## src/rtl/cntr8_pkg.sv

```systemverilog
// Shared types for the cntr8 stimulus driver: FSM states, command op codes and data width.
package cntr8_pkg;

   localparam int DW = 8;

   typedef enum logic [1:0] {
      S_IDLE = 2'd0,
      S_LOAD = 2'd1,
      S_RUN  = 2'd2,
      S_DONE = 2'd3
   } state_t;

   typedef enum logic [1:0] {
      OP_LOAD    = 2'b00,
      OP_UP      = 2'b01,
      OP_DOWN    = 2'b10,
      OP_LOAD_UP = 2'b11
   } op_t;

   function automatic logic op_has_load(input op_t op);
      return (op == OP_LOAD) || (op == OP_LOAD_UP);
   endfunction

endpackage

```

## src/rtl/cntr8_drv_chk.sv

```systemverilog
// Shadow count of the cntr8 value plus a CHK_LAT-deep (expected, valid) pipeline compared
// against the returned count; any mismatch sets a sticky error until reset.
module cntr8_drv_chk
   import cntr8_pkg::*;
#(
   parameter int CHK_LAT = 1
) (
   input  logic          clk,
   input  logic          reset_n,
   input  logic          active,
   input  logic          load,
   input  logic          inc,
   input  logic [DW-1:0] d_in,
   input  logic [DW-1:0] cnt_in,
   output logic          chk_err
);

   logic [DW-1:0]      shadow;
   logic [DW-1:0]      shadow_next;
   logic [DW-1:0]      exp_pipe [CHK_LAT];
   logic [CHK_LAT-1:0] vld_pipe;

   // Only driven cycles move the shadow; on RUN, inc=0 means a down step.
   always_comb begin
      shadow_next = shadow;
      if (active) begin
         if (load)
            shadow_next = d_in;
         else if (inc)
            shadow_next = shadow + 8'd1;
         else
            shadow_next = shadow - 8'd1;
      end
   end

   always_ff @(posedge clk or negedge reset_n) begin
      if (!reset_n) begin
         shadow   <= '0;
         vld_pipe <= '0;
         for (int i = 0; i < CHK_LAT; i++)
            exp_pipe[i] <= '0;
      end else begin
         shadow      <= shadow_next;
         exp_pipe[0] <= shadow_next;
         vld_pipe[0] <= active;
         for (int i = 1; i < CHK_LAT; i++) begin
            exp_pipe[i] <= exp_pipe[i-1];
            vld_pipe[i] <= vld_pipe[i-1];
         end
      end
   end

   always_ff @(posedge clk or negedge reset_n) begin
      if (!reset_n)
         chk_err <= 1'b0;
      else if (vld_pipe[CHK_LAT-1] && (exp_pipe[CHK_LAT-1] != cnt_in))
         chk_err <= 1'b1;
   end

endmodule

```

## src/rtl/cntr8_drv.sv

```systemverilog
// Command-driven load/inc sequencer for cntr8 with handshake and done pulse.
// Optional returned-count checking is enabled by defining CNTR8_DRV_CHECK_EN.
module cntr8_drv
   import cntr8_pkg::*;
#(
   parameter int CHK_LAT = 1
) (
   input  logic          clk,
   input  logic          reset_n,
   input  logic          cmd_valid,
   output logic          cmd_ready,
   input  logic [1:0]    cmd_op,
   input  logic [DW-1:0] cmd_data,
   input  logic [DW-1:0] cmd_len,
   output logic          load,
   output logic          inc,
   output logic [DW-1:0] d_in,
   output logic          busy,
   output logic          done,
   input  logic [DW-1:0] cnt_in,
   output logic          chk_err
);

   state_t        state;
   op_t           op_reg;
   logic [DW-1:0] step;
   op_t           new_op;

   assign new_op = op_t'(cmd_op);

   // Outputs are assigned alongside the state they belong to, so they are registered.
   always_ff @(posedge clk or negedge reset_n) begin
      if (!reset_n) begin
         state     <= S_IDLE;
         op_reg    <= OP_LOAD;
         step      <= '0;
         cmd_ready <= 1'b1;
         busy      <= 1'b0;
         done      <= 1'b0;
         load      <= 1'b0;
         inc       <= 1'b0;
         d_in      <= '0;
      end else begin
         load <= 1'b0;
         inc  <= 1'b0;
         d_in <= '0;
         done <= 1'b0;
         case (state)
            S_IDLE: begin
               if (cmd_valid && cmd_ready) begin
                  op_reg    <= new_op;
                  step      <= cmd_len;
                  cmd_ready <= 1'b0;
                  busy      <= 1'b1;
                  if (op_has_load(new_op)) begin
                     state <= S_LOAD;
                     load  <= 1'b1;
                     d_in  <= cmd_data;
                  end else if (cmd_len != '0) begin
                     state <= S_RUN;
                     inc   <= (new_op == OP_UP);
                  end else begin
                     state <= S_DONE;
                     done  <= 1'b1;
                  end
               end
            end
            S_LOAD: begin
               if ((op_reg == OP_LOAD_UP) && (step != '0)) begin
                  state <= S_RUN;
                  inc   <= 1'b1;
               end else begin
                  state <= S_DONE;
                  done  <= 1'b1;
               end
            end
            S_RUN: begin
               step <= step - 8'd1;
               if (step == 8'd1) begin
                  state <= S_DONE;
                  done  <= 1'b1;
               end else begin
                  inc <= (op_reg != OP_DOWN);
               end
            end
            S_DONE: begin
               state     <= S_IDLE;
               cmd_ready <= 1'b1;
               busy      <= 1'b0;
            end
            default: begin
               state     <= S_IDLE;
               cmd_ready <= 1'b1;
               busy      <= 1'b0;
            end
         endcase
      end
   end

`ifdef CNTR8_DRV_CHECK_EN
   cntr8_drv_chk #(
      .CHK_LAT (CHK_LAT)
   ) u_chk (
      .clk     (clk),
      .reset_n (reset_n),
      .active  ((state == S_LOAD) || (state == S_RUN)),
      .load    (load),
      .inc     (inc),
      .d_in    (d_in),
      .cnt_in  (cnt_in),
      .chk_err (chk_err)
   );
`else
   logic unused_cnt_in;
   assign unused_cnt_in = ^cnt_in;
   assign chk_err       = 1'b0;
`endif

endmodule

```

## config.mk

```make
export PLATFORM = sky130hd
export DESIGN_NAME = cntr8_drv
export DESIGN_NICKNAME = d
export VERILOG_FILES = /design/src/rtl/cntr8_pkg.sv /design/src/rtl/cntr8_drv_chk.sv /design/src/rtl/cntr8_drv.sv
export SDC_FILE = /design/constraint.sdc
export NUM_CORES = 1
export LEC_CHECK = 0
export CORE_UTILIZATION = 41
export DETAILED_ROUTE_END_ITERATION = 8
export GPL_ROUTABILITY_DRIVEN = 0
export PLACE_DENSITY = 0.75
export SYNTH_ARGS = -nofsm -noshare
export SYNTH_HDL_FRONTEND = slang
export SYNTH_HIERARCHICAL = 1
export SYNTH_SLANG_ARGS = --single-unit
export TNS_END_PERCENT = 30
```

## constraint.sdc

```tcl
create_clock -name clk -period 1.5 [get_ports clk]
set_clock_uncertainty 0.1 [all_clocks]
set_input_delay 0.3 -clock clk [delete_from_list [all_inputs] [get_ports clk]]
set_output_delay 0.3 -clock clk [all_outputs]
set_load 0.01 [all_outputs]
```

---- After elaboration in Yosys (flattened, before gate mapping) ----
Cells that the tools add are included.
cells by class
  add/sub/neg operators ................... 1
  eq/ne operators ......................... 10
  mux-type cells .......................... 30
  reduce and logical (&&, ||, !) cells .... 13
operator list
  kind                                              count
  2-to-1 mux 8 bit                                  4
  2-to-1 mux 1 bit                                  17
  case mux 8 bit (2 select lines)                   1
  nonzero test 8 bit                                2
  == test 2 bit, second input constant              4
  == test 8 x 1 -> 1 bit, second input constant     1
  case mux 2 bit (4 select lines)                   1
  AND reduction 2 bit                               4
  subtractor 8 x 1 -> 8 bit, second input constant  1
  2-to-1 mux 2 bit                                  3
  != test 2 bit, second input constant              3
  case mux 1 bit (3 select lines)                   2
  == test 2 x 1 -> 1 bit, second input constant     2
  logical NOT 2 bit                                 2
  case mux 1 bit (2 select lines)                   2
  nonzero test 2 bit                                2
  logical AND 1 bit                                 2
  logical OR 1 bit                                  1
storage, ports and cells
  flip-flop bits (word level) ............. 25
  input port bits ......................... 29
  output and inout bits ................... 14

---- Logic depth before layout (Yosys ltp) ----
Gate-level depths: netlist (run 1).
  word-level depth ........................ 5
  depth in mapped cells ................... 8
  gate-level depth less buffers ........... 6

---- Least setup slack after synthesis (run 1) ----
No wires, ideal clock.
  path type ............................... reg2reg
  start ................................... register state[0]
  end ..................................... register done
  library setup time ...................... 73 ps
  arrival time ............................ 1374 ps
  data required time ...................... 1327 ps
  setup slack ............................. -48 ps
  cell stages (with the launch flop) ...... 7
  path buffers ............................ 2
  clock period less this slack ............ 1548 ps
  cells stage by stage .................... dfrtp_1 -> inv_1 -> ha_1 -> clkbuf_1 -> buf_2 -> a41oi_1 -> a21oi_2
between the ends
  cells in the longest elaborated chain, start to end .. 2
  elaborated cells on any way between the ends .. 4
  those cells by class .................... eq/ne (2); mux (1); reduce/logical (1)
RTL lines
  item                                         line             source
  from (decl)                                  cntr8_drv.sv:24  state_t state;
  from (signal assigned)                       cntr8_drv.sv:34  state <= S_IDLE;
  from (signal assigned)                       cntr8_drv.sv:56  state <= S_LOAD;
  from (signal assigned)                       cntr8_drv.sv:60  state <= S_RUN;
  == test 2 bit, or another cell as far along  cntr8_drv.sv:48  case (state)
  case mux 1 bit (3 select lines) (*)          cntr8_drv.sv:48
  to (signal assigned)                         cntr8_drv.sv:47  done <= 1'b0;
  to (signal assigned)                         cntr8_drv.sv:64  done <= 1'b1;
  to (signal assigned)                         cntr8_drv.sv:74  done <= 1'b1;
  to (decl)                                    cntr8_drv.sv:19  output logic done,
Mark *: on every way between the ends. The rest lies on a longest branch, timed or not.
A chain may end at the register's enable or synchronous reset.

---- Worst setup path in the final report (run 1) ----
  start ................................... register state[1]
  end ..................................... register inc
between the ends
  cells in the longest elaborated chain, start to end .. 2
  elaborated cells on any way between the ends .. 4
  those cells by class .................... eq/ne (2); mux (1); reduce/logical (1)
RTL lines
  item                                         line             source
  == test 2 bit, or another cell as far along  cntr8_drv.sv:48
  case mux 1 bit (3 select lines) (*)          cntr8_drv.sv:48
  to (signal assigned)                         cntr8_drv.sv:61  inc <= (new_op == OP_UP);
  to (signal assigned)                         cntr8_drv.sv:83  inc <= (op_reg != OP_DOWN);
  to (decl)                                    cntr8_drv.sv:16  output logic inc,
Marked as above.

==> results.cfg, run 1 <==
[setup_path]
cp_slowest_cell = dfrtp_2
worst_ep_required_time_ns = 1.65
crit_path_end_kind = flop
ff2ff_path_depth = 7
r2r-start = state[1]$_DFFE_PN0P_
startpoint = state[1]$_DFFE_PN0P_
path_class = flop to flop
max_stage_delay_ns = 0.47
r2r-end = inc$_DFF_PN0_
critPathMaxFanout = 7
crit_chain = inv_2 -> ha_4 -> buf_12 -> nand2b_4 -> o21bai_4 -> o22a_1 -> a21oi_1
cp.arrival_ns = 1.74
rrSetupSlack_ns = -0.09
critPathLaunchType = flop

[clock_network]
clk_latency_ns = 0.32
cts.clk_slew.worst_paths_ns = 0.15
cts.hold.buffers_added = 0
cts_root_buf = clkbuf_4
cts_sinks = 25
cts_buffers = 3
cts.htree.levels = 1
clock_path_buffers = 2
tritoncts = built

[grt]
track_usage_pct = 22.3
antenna_found_initial = 0
grt_pass1_wl_mm = 5.82
grt_max_degree = 26
grt_remaining_overflow = 0
grt_pass1_vias = 1282

[yosys]
yosys_register_bits = 25
postSynthAreaPerCell_sq_um = 9.75
yosysTopAreaCellShare_pct = 44.7
ys_seq_area_share_pct = 46.6
syn-cell-area_sq_um = 1350
synthesis.instances = 138
synth_edf_count = 0
syn-num-nets = 175
yosysWarnings = 6
synth_ff_type = dfrtp_1
netlist_top_cells_area = dfrtp_1 45%, ha_1 7.4%, and3_1 4.7%, a21oi_1 4.5%, o21ai_0 4.1%
yosys.area.top_type = dfrtp_1
yosys.cell_types.count = 43
synth-async-reset-ratio_pct = 100

[placement]
io_buffers = 33
dp.cells = 236
dp_hpwl_mm = 2.48

[pwr]
power_mw = 4.02
p_leak_nw = 1.03
ir_drop_mv = 0.822
powerDensity_nw_per_um2 = 1810

[routing]
first_pass_iters = 4
drt-initial-drc-count = 37
drc = 0
drtAntennaViolNets = 0
num_vias = 1332
wirelength_mm = 3.79
post_drt_wl_per_cell_um = 15.1
vias_per_cell = 5.29

[final_layout]
top_regs = d_in: 8 flops, step: 8 flops
drive_gt1_share_pct = 42.3
syn_to_final_growth_pct = 65.6
nets = 246
stdcell_count = 252
diodes = 0
final_core_util_pct = 72.4
layout_common_cells = 35 x buf_4, 22 x dfrtp_1, 19 x dlygate4sd2_1
final_common_cell = buf_4
n_fill_cell = 219

[sta]
fmax_mhz = 627
timing.final.crit_period_ns = 1.59
fin_ws_ns = -0.0940
rsz0062_at_grt = yes
period_share_pct = 106
hold_viol = 0
drv_slew = 0
tns_ns = -0.300
setup_viol = 7

[floorplan]
start_util_pct = 43.7
io_pins = 43
fp.dieH_um = 59.3
die_area_sq_um = 3510
fp.dieW_um = 59.3
core_area_sq_um = 3080
rows = 20

[job]
drv_cap = 0

[run_status]
violations = setup timing
status = complete, but fails checks

[min_path]
hold_class = input pin to async pin
worst max path at each step:
stage,endpoint,slack [ns]
3_5_place_dp,done$_DFF_PN0_,-0.50
4_1_cts,state[1]$_DFFE_PN0P_,-0.1
6_report,inc$_DFF_PN0_,-0.09
2_1_floorplan,inc$_DFF_PN0_,-0.01
5_1_grt,inc$_DFF_PN0_,-0.14
3_3_place_gp,done$_DFF_PN0_,-0.47
critical path: cells and delay by family (launching register included):
family | cells | cell delay, ns
buffers and inverters | 2 | 0.21
AND/OR/NAND/NOR | 1 | 0.06
adder cells (fa/ha/maj) | 1 | 0.21
flip-flops | 1 | 0.47
AO/OA/AOI/OAI | 3 | 0.48
what timing repair did:
action | in CTS | in global routing
gates resized for setup | 50 | 26
pin swaps | 10 | 9
endpoints found under the setup margin | 36 | 25
cloned | 1 | 0
setup buffers | 7 | 5
area by class of cell:
| class | count | area [sq um] | area share, % |
|---|---|---|---|
| clock buffer | 3 | 22.5 | 1.01 |
| clock inverter | 1 | 5.00 | 0.225 |
| inverter | 10 | 40.0 | 1.80 |
| multi-input combinational | 97 | 848 | 38.1 |
| sequential | 25 | 629 | 28.3 |
| tap | 44 | 55.1 | 2.47 |
| timing repair buffer | 72 | 627 | 28.1 |
kinds of logic after synthesis:
logic type      count (synthesis)  share of synthesized area (%)
simple gates                   45                           20.0
compound gates                 41                           19.1
flops                          25                           46.6
buf+inv                        16                           5.02
fa+ha+maj                       8                           7.44
mux                             2                           1.58
other cells                     1                          0.279
where the power goes:
part	internal [mW]	switching [mW]	leakage [nW]
clock network	0.0997	0.215	0.0177
registers	0.914	0.198	0.314
logic	1.34	1.26	0.698
total	2.35	1.67	1.03
Yosys cell counts (all sizes together), types with 2 or more instances:
library cell	count
ha	8
inv	10
nor4	2
or4	3
buf	4
and2	2
nand2b	3
o22a	2
dfrtp	24
nand2	8
nor2	3
a21oi	13
nor3	3
and3	10
clkbuf	2
o21ai	11
a31oi	3
nand3	7
per-layer routing:
layer	global-route usage, %	wire [um]
met4	6.12	48
met3	4.80	213
met5	0	0
met2	37.9	1900
met1	28.5	1640
stage by stage:
stage,cell area (sq um),setup WS (ns),hold WS (ns)
2_1_floorplan,1360,-0.0108,-0.0956
3_3_place_gp,1930,-0.475,0.389
3_5_place_dp,1930,-0.501,0.416
4_1_cts,2100,-0.0979,0.215
5_1_grt,2230,-0.140,0.202
6_report,2230,-0.0940,0.210
(Power assumes the default switching activity.)
==> run 2: changes to the inputs <==
--- a/config.mk
+++ b/config.mk
@@ -9,6 +9,7 @@
 export DETAILED_ROUTE_END_ITERATION = 8
 export GPL_ROUTABILITY_DRIVEN = 0
 export PLACE_DENSITY = 0.75
+export SKIP_LAST_GASP = 1
 export SYNTH_ARGS = -nofsm -noshare
 export SYNTH_HDL_FRONTEND = slang
 export SYNTH_HIERARCHICAL = 1
==> results.cfg, run 2 (synthesized netlist as in run 1, its figures left out) <==
[run_status]
status = complete, but fails checks
violations = setup timing

[final_layout]
stdcell_count = 253
final_common_cell = buf_4
drive_gt1_share_pct = 39.7
layout_common_cells = 37 x buf_4, 22 x dfrtp_1, 17 x clkdlybuf4s50_1
diodes = 0
n_fill_cell = 221
syn_to_final_growth_pct = 64.3
top_regs = d_in: 8 flops, step: 8 flops
nets = 247
seq_area_sq_um = 629
multi_input_area_sq_um = 813
design_area_sq_um = 2210

[pwr]
powerDensity_nw_per_um2 = 1770
switchingPower_mw = 1.60
seqPwrFrac_pct = 28.0
p_leak_nw = 1.09
combinationalPowerShare_pct = 63.9
swShare_pct = 41.0
ir_drop_mv = 0.813
p_int_mw = 2.31
p_clk_share_pct = 8.1

[setup_path]
cp.arrival_ns = 1.23
critPathLaunchType = flop
cp_top_family = buffers and inverters
cp_slowest_cell = clkdlybuf4s50_1
ff2ff_path_depth = 7
critPathMaxFanout = 2
worst_ep_required_time_ns = 1.10
crit_path_end_kind = output pin
cp_num_buf_inv = 1
path_class = flop to output pin
max_stage_delay_ns = 0.54
cp_num_cells = 1
crit_chain = clkdlybuf4s50_1

[job]
drv_cap = 0

[sta]
setup_viol = 18
period_share_pct = 108
drv_slew = 0
timing.final.crit_period_ns = 1.63
tns_ns = -1.08
rsz0062_at_grt = yes
hold_viol = 0
fmax_mhz = 615
fin_ws_ns = -0.126

[routing]
post_drt_wl_per_cell_um = 14.7
wirelength_mm = 3.71
num_vias = 1327
drtAntennaViolNets = 0
drt-initial-drc-count = 67
first_pass_iters = 4
drc = 0
vias_per_cell = 5.25

[grt]
track_usage_pct = 22.2
grt_pass1_wl_mm = 5.82
antenna_found_initial = 0
grt_pass1_vias = 1287
grt_max_degree = 26
grt_remaining_overflow = 0

[clock_network]
cts_root_buf = clkbuf_4
cts.clk_slew.worst_paths_ns = 0.15
clk_latency_ns = 0.32
cts.hold.buffers_added = 0
cts.htree.levels = 1
tritoncts = built
clock_path_buffers = 2
cts_sinks = 25
cts_buffers = 3

[placement]
dp.cells = 236
dpl_cell_area_sq_um = 1930
io_buffers = 33
dp_hpwl_mm = 2.48

[floorplan]
fp.dieH_um = 59.3
start_util_pct = 43.7
die_area_sq_um = 3510
core_area_sq_um = 3080
fp.dieW_um = 59.3
rows = 20
io_pins = 43

[min_path]
hold_class = input pin to flop
whs_path_depth = 3
-- run 2: power by group through the flow --
stage	clock [mW]	combinational, mW	sequential [mW]
floorplan	0	0.963	1.13
global placement	0	1.77	1.08
detailed placement	0	1.84	1.09
CTS	0.320	2.19	1.09
global route	0.353	2.69	1.12
finish	0.317	2.50	1.09
-- run 2: metrics by stage --
stage	setup slack (ns)	total power, mW	hold WS, ns	utilization, %
6_report	-0.126	3.91	0.184	71.8
5_1_grt	-0.156	4.17	0.202	71.8
3_5_place_dp	-0.501	2.93	0.416	62.6
3_3_place_gp	-0.475	2.85	0.389	62.6
2_1_floorplan	-0.0108	2.10	-0.0956	-
4_1_cts	-0.129	3.60	0.215	68.3
-- run 2: final timing paths --
check	startpoint	end	slack, ns
max	busy$_DFFE_PN0P_	busy	-0.13
min	cmd_op[1]	op_reg[1]$_DFFE_PN0P_	0.18
max reg2reg	state[1]$_DFFE_PN0P_	step[4]$_DFFE_PN0P_	-0.10
min reg2reg	op_reg[1]$_DFFE_PN0P_	op_reg[1]$_DFFE_PN0P_	0.45
max in group asynchronous	reset_n	cmd_ready$_DFFE_PN1P_	0.87
min in group asynchronous	reset_n	done$_DFF_PN0_	0.20
-- run 2: area by class of cell --
type                       count  share of cell area, %
multi-input combinational     97                   36.8
timing repair buffer          73                   29.3
sequential                    25                   28.5
tap                           44                   2.49
inverter                      10                   1.70
clock buffer                   3                   1.02
clock inverter                 1                  0.227
-- run 2: per-layer routing --
metal	GRT usage (%)	up-vias	share of wire (%)
li1	-	638	-
met1	28.4	639	44
met3	5.02	2	6.7
met2	37.7	48	49
met5	0	-	0
met4	6.12	0	0.57
-- run 2: what timing repair did --
action / in CTS / in global routing
gates resized for setup: 35 / 22
buffers inserted: 7 / 6
pin swaps: 10 / 7
setup endpoints to repair: 36 / 35
gates cloned: 1 / 0
==> run 3: changes to the inputs <==
--- a/config.mk
+++ b/config.mk
@@ -9,6 +9,7 @@
 export DETAILED_ROUTE_END_ITERATION = 8
 export GPL_ROUTABILITY_DRIVEN = 0
 export PLACE_DENSITY = 0.75
+export SKIP_CTS_REPAIR_TIMING = 1
 export SKIP_LAST_GASP = 1
 export SYNTH_ARGS = -nofsm -noshare
 export SYNTH_HDL_FRONTEND = slang
==> results.cfg, run 3 (synthesized netlist as in run 1, its figures left out) <==
[routing]
num_vias = 1290
vias_per_cell = 5.24
drt-initial-drc-count = 79
drtAntennaViolNets = 0
post_drt_wl_per_cell_um = 15.0
first_pass_iters = 4
wirelength_mm = 3.70
drc = 0

[setup_path]
critPathMaxFanout = 1
cp_slowest_cell = clkdlybuf4s50_1
path_class = flop to output pin
cp_top_family = buffers and inverters
crit_path_end_kind = output pin
critPathLaunchType = flop
crit_chain = clkdlybuf4s50_1
cp.arrival_ns = 1.22
worst_ep_required_time_ns = 1.10
cp_num_buf_inv = 1
max_stage_delay_ns = 0.55

[clock_network]
cts_buffers = 3
cts_root_buf = clkbuf_4
tritoncts = built
cts_sinks = 25
clock_path_buffers = 2
clk_latency_ns = 0.32
cts.htree.levels = 1
cts.clk_slew.worst_paths_ns = 0.15

[pwr]
p_clk_share_pct = 8.0
switchingPower_mw = 1.61
powerDensity_nw_per_um2 = 1760
combinationalPowerShare_pct = 63.6
power_mw = 3.89
ir_drop_mv = 0.861
swShare_pct = 41.3
p_leak_nw = 1.01
p_int_mw = 2.28
seqPwrFrac_pct = 28.4

[sta]
timing.final.crit_period_ns = 1.62
hold_viol = 0
setup_viol = 21
drv_slew = 0
fmax_mhz = 616
fin_ws_ns = -0.125
rsz0062_at_grt = yes
period_share_pct = 108

[floorplan]
fp.dieH_um = 59.3
rows = 20
io_pins = 43
start_util_pct = 43.7
die_area_sq_um = 3510
core_area_sq_um = 3080
fp.dieW_um = 59.3

[final_layout]
nets = 240
diodes = 0
drive_gt1_share_pct = 37.1
top_regs = d_in: 8 flops, step: 8 flops
final_common_cell = buf_4
syn_to_final_growth_pct = 64.0
layout_common_cells = 29 x buf_4, 26 x clkdlybuf4s50_1, 23 x dfrtp_1

[grt]
grt_pass1_vias = 1201
track_usage_pct = 20.1
grt_pass1_wl_mm = 5.31
grt_remaining_overflow = 0
grt_max_degree = 26
antenna_found_initial = 0

[placement]
io_buffers = 33
dp_hpwl_mm = 2.48
dp_slack_ns = -0.501

[run_status]
status = complete, but fails checks
violations = setup timing

[min_path]
hold_class = input pin to flop

[job]
drv_cap = 0
[run 3: cell types whose count changed in the layout (fill, tap and decap cells not counted), moves of 2 or more]
cell             change
ha_2                 -2
clkdlybuf4s50_1      +9
a21oi_2              +2
buf_4                -8
a21oi_1              -2
dlygate4sd2_1       -10
buf_6                +2
[run 3: area by class of cell]
type | instances | area, sq um
Tap cell | 44 | 55.1
Sequential cell | 25 | 628
Timing Repair Buffer | 66 | 619
Clock inverter | 1 | 5.00
Fill cell | 225 | 872
Clock buffer | 3 | 22.5
Inverter | 10 | 37.5
Multi-Input combinational cell | 97 | 838
[run 3: per-stage QoR]
step	utilization [%]	TNS, ns	hold WS (ns)	cells	instance area (sq um)
floorplan	-	-0.0270	-0.0956	138	1360
global placement	62.6	-3.84	0.389	236	1930
detailed placement	62.6	-4.47	0.416	236	1930
CTS	63.5	-3.91	0.215	240	1950
global route	71.7	-3.38	0.207	246	2210
finish	71.7	-1.78	0.201	246	2210
[run 3: tightest hold or removal path, stage by stage]
cell	delay, ns
dlymetal6s2s_1	0.11
o211ai_1	0.10
o21ai_0	0.09
[run 3: final timing paths]
kind	cells past startpoint	slack (ns)	end	from
min	3	0.20	step[1]$_DFFE_PN0P_	cmd_len[1]
min reg2reg	2	0.44	op_reg[1]$_DFFE_PN0P_	op_reg[1]$_DFFE_PN0P_
max reg2reg	6	-0.11	step[7]$_DFFE_PN0P_	state[1]$_DFFE_PN0P_
min in group asynchronous	2	0.21	step[6]$_DFFE_PN0P_	reset_n
max	1	-0.12	load	load$_DFF_PN0_
max in group asynchronous	2	0.85	cmd_ready$_DFFE_PN1P_	reset_n
[run 3: metal layers]
metal / wire (um) / vias up / share of wire [%] / global-route usage (%)
met5: 0 / - / 0 / 0
met4: 71 / 0 / 1.9 / 5.10
met3: 215 / 7 / 5.8 / 5.24
met2: 1830 / 42 / 49 / 34.0
met1: 1580 / 615 / 43 / 25.4
li1: - / 626 / - / -
[run 3: power by group through the flow]
stage	logic [mW]	clock network (mW)	registers, mW
finish	2.47	0.310	1.10
global route	2.66	0.346	1.13
CTS	1.85	0.320	1.08
detailed placement	1.84	0	1.09
global placement	1.77	0	1.08
floorplan	0.963	0	1.13
